**config.mk**
```make
export PLATFORM = sky130hd
export DESIGN_NAME = cordic_rotation_ctrl
export DESIGN_NICKNAME = d
export VERILOG_FILES = /design/src/rtl/cordic_rotation_ctrl.sv
export SDC_FILE = /design/constraint.sdc
export NUM_CORES = 1
export LEC_CHECK = 0
export ABC_AREA = 0
export CAP_MARGIN = 20
export CORE_UTILIZATION = 41
export DETAILED_ROUTE_END_ITERATION = 6
export PLACE_DENSITY_LB_ADDON = 0.25
export SLEW_MARGIN = 20
export SYNTH_ARGS = -nofsm -noshare
export SYNTH_HDL_FRONTEND = slang
export SYNTH_SLANG_ARGS = --single-unit
```
**constraint.sdc**
```tcl
create_clock -name clk_i -period 1.9 [get_ports clk_i]
set_input_delay 0.38 -clock clk_i [delete_from_list [all_inputs] [get_ports clk_i]]
set_output_delay 0.38 -clock clk_i [all_outputs]
set_load 0.01 [all_outputs]
```
**src/rtl/cordic_rotation_ctrl.sv**
```systemverilog
// cordic_rotation_ctrl: sequencer wrapped around a rotation-mode `cordic` core.
// It accepts an angle, folds it into [-pi/2, pi/2], launches the core, waits
// for its done tick, restores the quadrant sign and hands cos/sin downstream.
// One transaction is in flight at a time.
// Optional watchdog on the core's done tick: define CORDIC_CTRL_TIMEOUT_EN.
module cordic_rotation_ctrl #(
  parameter int Width         = 16,
  parameter int FracBits      = 13,
  parameter int TimeoutCycles = 64
) (
  input  logic                    clk_i,
  input  logic                    rst_ni,
  input  logic signed [Width-1:0] angle_i,
  input  logic                    in_valid_i,
  output logic                    in_ready_o,
  output logic signed [Width-1:0] cos_o,
  output logic signed [Width-1:0] sin_o,
  output logic                    err_o,
  output logic                    out_valid_o,
  input  logic                    out_ready_i,
  output logic                    start_cordic_o,
  output logic signed [Width-1:0] x0_o,
  output logic signed [Width-1:0] y0_o,
  output logic signed [Width-1:0] z0_o,
  input  logic signed [Width-1:0] xn_i,
  input  logic signed [Width-1:0] yn_i,
  input  logic                    done_tick_cordic_i
);

  // Fixed-point constants, rounded to nearest at FracBits fractional bits.
  localparam real PiR   = 3.141592653589793;
  localparam real GainR = 0.6072529;
  localparam real Scale = 2.0 ** FracBits;

  localparam logic signed [Width-1:0] PI       = Width'($rtoi(PiR * Scale + 0.5));
  localparam logic signed [Width-1:0] NEG_PI   = -PI;
  localparam logic signed [Width-1:0] HALF_PI  = Width'($rtoi(PiR * Scale / 2.0 + 0.5));
  localparam logic signed [Width-1:0] NEG_HALF = -HALF_PI;
  localparam logic signed [Width-1:0] K        = Width'($rtoi(GainR * Scale + 0.5));

  localparam logic signed [Width-1:0] MAX_POS = {1'b0, {(Width-1){1'b1}}};
  localparam logic signed [Width-1:0] MIN_NEG = {1'b1, {(Width-1){1'b0}}};

  localparam logic [1:0] IDLE  = 2'd0;
  localparam logic [1:0] START = 2'd1;
  localparam logic [1:0] WAIT  = 2'd2;
  localparam logic [1:0] OUT   = 2'd3;

  logic [1:0] state;
  logic       neg;

  // Two's-complement negation that maps the most negative code to the most
  // positive one instead of wrapping back onto itself.
  function automatic logic signed [Width-1:0] neg_sat(input logic signed [Width-1:0] v);
    if (v == MIN_NEG) begin
      return MAX_POS;
    end
    return -v;
  endfunction

  // Undo the half-turn applied at the front end: cos and sin both flip sign.
  function automatic logic signed [Width-1:0] quad_fix(input logic signed [Width-1:0] v,
                                                       input logic              flip);
    return flip ? neg_sat(v) : v;
  endfunction

`ifdef CORDIC_CTRL_TIMEOUT_EN
  localparam int CntW = $clog2(TimeoutCycles + 1);
  localparam logic [CntW-1:0] CntLast = CntW'(TimeoutCycles - 1);

  logic [CntW-1:0] wait_cnt;
`else
  // The timeout length has no role when the watchdog is compiled out.
  logic [31:0] unused_timeout;
  assign unused_timeout = TimeoutCycles;
`endif

  // Controller FSM together with all registered outputs.
  always_ff @(posedge clk_i or negedge rst_ni) begin
    if (!rst_ni) begin
      state          <= IDLE;
      neg            <= 1'b0;
      in_ready_o     <= 1'b1;
      out_valid_o    <= 1'b0;
      err_o          <= 1'b0;
      cos_o          <= '0;
      sin_o          <= '0;
      start_cordic_o <= 1'b0;
      x0_o           <= '0;
      y0_o           <= '0;
      z0_o           <= '0;
`ifdef CORDIC_CTRL_TIMEOUT_EN
      wait_cnt       <= '0;
`endif
    end else begin
      start_cordic_o <= 1'b0;
      case (state)
        // Front end: range check and quadrant folding of the accepted angle.
        IDLE: begin
          if (in_valid_i) begin
            in_ready_o <= 1'b0;
            x0_o       <= K;
            y0_o       <= '0;
            if ((angle_i > PI) || (angle_i < NEG_PI)) begin
              err_o       <= 1'b1;
              cos_o       <= '0;
              sin_o       <= '0;
              out_valid_o <= 1'b1;
              state       <= OUT;
            end else begin
              if (angle_i > HALF_PI) begin
                z0_o <= angle_i - PI;
                neg  <= 1'b1;
              end else if (angle_i < NEG_HALF) begin
                z0_o <= angle_i + PI;
                neg  <= 1'b1;
              end else begin
                z0_o <= angle_i;
                neg  <= 1'b0;
              end
              start_cordic_o <= 1'b1;
              state          <= START;
            end
          end
        end
        // Start pulse is on the output during this single cycle.
        START: begin
          state <= WAIT;
`ifdef CORDIC_CTRL_TIMEOUT_EN
          wait_cnt <= '0;
`endif
        end
        // Back end: capture the core result and restore the quadrant sign.
        WAIT: begin
          if (done_tick_cordic_i) begin
            cos_o       <= quad_fix(xn_i, neg);
            sin_o       <= quad_fix(yn_i, neg);
            err_o       <= 1'b0;
            out_valid_o <= 1'b1;
            state       <= OUT;
          end
`ifdef CORDIC_CTRL_TIMEOUT_EN
          else if (wait_cnt == CntLast) begin
            cos_o       <= '0;
            sin_o       <= '0;
            err_o       <= 1'b1;
            out_valid_o <= 1'b1;
            state       <= OUT;
          end else begin
            wait_cnt <= wait_cnt + 1'b1;
          end
`endif
        end
        // Hold the result until the consumer takes it.
        OUT: begin
          if (out_ready_i) begin
            out_valid_o <= 1'b0;
            in_ready_o  <= 1'b1;
            state       <= IDLE;
          end
        end
        default: state <= IDLE;
      endcase
    end
  end

endmodule

```
==> results.txt <==
number of core rows: 34
Syn Inst Count: 448
count of flip-flops with a built-in enable after synthesis: 0
Final #Nets: 747
Yosys warning count: 0
total wire length: 13700 um
fin. max-slew vios: 0
Distinct cells, synth: 59
max-cap viol count: 0
DIE AREA: 9686 um^2
critical path required time: 2.10 ns
CTS H-tree lvls: 2
largest net degree at the start of global routing: 57
post-synthesis register bit count: 56
initial core utilization: 43.07%
Hold Path Class: primary input to async pin
Synth Cell Area: 3811 um^2
Leakage Power: 0.003110 uW
Max-slew headroom: 64.03%
area growth from synthesis to layout: 80.66%
ys flop type: dfrtp_1
DRC Markers: 7
CTS tree: yes
syn_area_per_cell: 8.507 um^2
vias in the first global route: 4315
Antenna diodes: 0
Final GP Congestion: 0.9096
share of layout cells above drive strength 1: 40.90%
All-Layer GR Usage: 27.15%
Crit. End Element: register
TritonCTS Buffers: 5
setup violators final: 38
CP Launch Type: primary input
storage element area: 1403 um^2
Pwr per Cell Area: 1099 nW/um^2
CTS clk-pin slew, worst paths: 0.11 ns
Max Fclk: 452.1 MHz
worst-path cell chain: buf_6, or4_4, buf_6, or3_4, or4_4, o21a_1, o21ai_2, o21ai_1
Slew @ Worst Pin: 0.5346 ns
wire per inst: 17.23 um
Setup Skew: 0.01219 ns
Sum Neg Setup Slack: -3.779 ns
min cycle time layout: 2.212 ns
sequential cell area fraction in the yosys report: 36.80%
WP data arrival: 2.42 ns
IO buf count: 113
Peak VDD IR: 0.5673 mV
top-level port count: 137
core outline area: 8848 um^2
number of antenna-violating nets in the routed design: 0
cts hold-fix bufs: 0
final worst path period share: 116.4%
drt via density: 5.474
clock sinks: 56
Vias: 4352
fill count: 552
DR pass1 iterations: 7
failing checks: design-rule violations, negative setup slack
asr flop ratio synth: 100.0%
grt total ovfl: 0
clk root buf: clkbuf_8
CTS max path bufs: 2
worst skew pair latency: 0.31 ns
antenna violations before repair: 0
RSZ-0062 raised after global routing: yes
status: finished with violations
multi-input logic area: 2694 um^2
CP max FO: 3
PnR worst setup slack: -0.3120 ns
type of the worst setup path: primary input to register
HPWL Detailed: 8736 um
critical path's largest stage delay: 0.55 ns
reg-to-reg startpoint: state[0]$_DFFE_PN0P_
Hold Fails Final Rpt: 0
Worst Setup SP: xn_i[9]
Iteration-0 DRC Markers: 187
first-pass GRT wire length: 21150 um
Die X: 98.42 um
die height: 98.42 um
power consumption: 7565 uW
CP max-delay cell: or4_4
[cell type report]
class | instances | area share [%]
flip-flops and latches | 56 | 20.37
clock inverters | 2 | 0.1999
well taps | 108 | 1.963
clock buffers | 6 | 1.199
repair buffers | 267 | 36.31
inverters | 14 | 0.8359
multi-input cells | 342 | 39.12
[per-stage QoR]
stage	worst slack, ns	hold WS (ns)	instance area, um^2	std cells	util, %
2_1_floorplan	-0.5073	0.08441	4161	470	-
3_3_place_gp	-0.9181	0.4019	5874	753	66.39
3_5_place_dp	-0.9361	0.4035	5874	753	66.39
4_1_cts	-0.2670	0.06128	6531	789	73.81
5_1_grt	-0.3191	0.07155	6885	795	77.81
6_report	-0.3120	0.03536	6885	795	77.81
[kinds of logic after synthesis]
family	synth area share, %
AO/OA/AOI/OAI	21.90
XOR/XNOR	7.124
adder cells (fa/ha/maj)	2.627
buffers and inverters	10.60
flip-flops	36.80
multiplexers	1.707
other	0.09840
AND/OR/NAND/NOR	19.14
[registers in the layout (all words and copies together) (netlist names)]
signal / count
neg: 1
state: 2
sin_o: 16
cos_o: 16
start_cordic_o: 1
x0_o: 1
out_valid_o: 1
in_ready_o: 1
err_o: 1
z0_o: 16
[Yosys cell counts, types with 3 or more instances]
master / n / area share, %
or3_1: 3 / 0.49
nor4_1: 6 / 0.99
inv_1: 14 / 1.4
xnor2_1: 14 / 3.2
nand4_1: 6 / 0.99
o211ai_1: 3 / 0.59
nor3_1: 5 / 0.66
or4_4: 3 / 0.89
or4_1: 3 / 0.59
nand2b_1: 5 / 0.82
o31ai_1: 8 / 1.6
dfrtp_1: 55 / 36
nand3b_1: 4 / 0.79
mux2_2: 4 / 1.2
clkbuf_1: 25 / 2.5
nand2_1: 69 / 6.8
o22ai_1: 4 / 0.66
a31oi_1: 5 / 0.82
o21ai_0: 48 / 6.3
buf_4: 31 / 6.1
xor2_1: 17 / 3.9
a22o_1: 22 / 5.1
a21oi_1: 12 / 1.6
nand3_1: 6 / 0.79
o41ai_1: 3 / 0.69
ha_1: 8 / 2.6
nor2_1: 21 / 2.1
a211o_1: 4 / 0.92
[worst max-delay path, delay by kind of cell]
family,cells,cell delay [ns]
AND/OR/NAND/NOR,3,1.39
buffers and inverters,2,0.23
AO/OA/AOI/OAI,3,0.42
[where the power goes]
group	internal (uW)	switching (uW)
Combinational	2590	2340
Sequential	1620	299
Clock	300	411
Total	4510	3050
[worst paths after layout]
| path | cells after the start | to | slack, ns |
|---|---|---|---|
| max | 8 | cos_o[14]$_DFFE_PN0P_ | -0.31 |
| min | 2 | cos_o[2]$_DFFE_PN0P_ | 0.04 |
| max reg2reg | 9 | cos_o[3]$_DFFE_PN0P_ | -0.08 |
| min reg2reg | 1 | z0_o[15]$_DFFE_PN0P_ | 0.49 |
| max in group asynchronous | 2 | in_ready_o$_DFFE_PN1P_ | 1.55 |
| min in group clk_i | 2 | z0_o[0]$_DFFE_PN0P_ | 0.47 |
[cells in the final DEF (no fill, tap or decap), types with 8 or more instances in the layout]
cell type,synthesis,layout
clkdlybuf4s50_1,0,84
o21ai_1,1,18
buf_4,31,119
xor2_1,17,17
nand2_2,0,10
dfrtp_1,55,55
o21ai_0,48,13
nand2_1,69,51
inv_1,14,11
nor2_1,21,15
nand2_4,0,8
dlygate4sd2_1,0,11
conb_1,1,23
buf_6,1,28
xnor2_1,14,10
o21ai_2,0,16
a22o_1,22,22
[routing by layer]
layer / vias to the layer above / track usage, % / wire (um)
met4: 0 / 8.381 / 344
met1: 2133 / 33.26 / 5416
met5: - / 0 / 0
met3: 31 / 3.475 / 628
li1: 2035 / - / -
met2: 153 / 49.67 / 7307
[timing repair]
item / CTS / global route
gates cloned: 7 / 1
gates resized for setup: 139 / 108
pin swaps: 33 / 54
endpoints found under the setup margin: 53 / 53
buffers inserted: 22 / 9
Power figures use the tool's default switching activity.
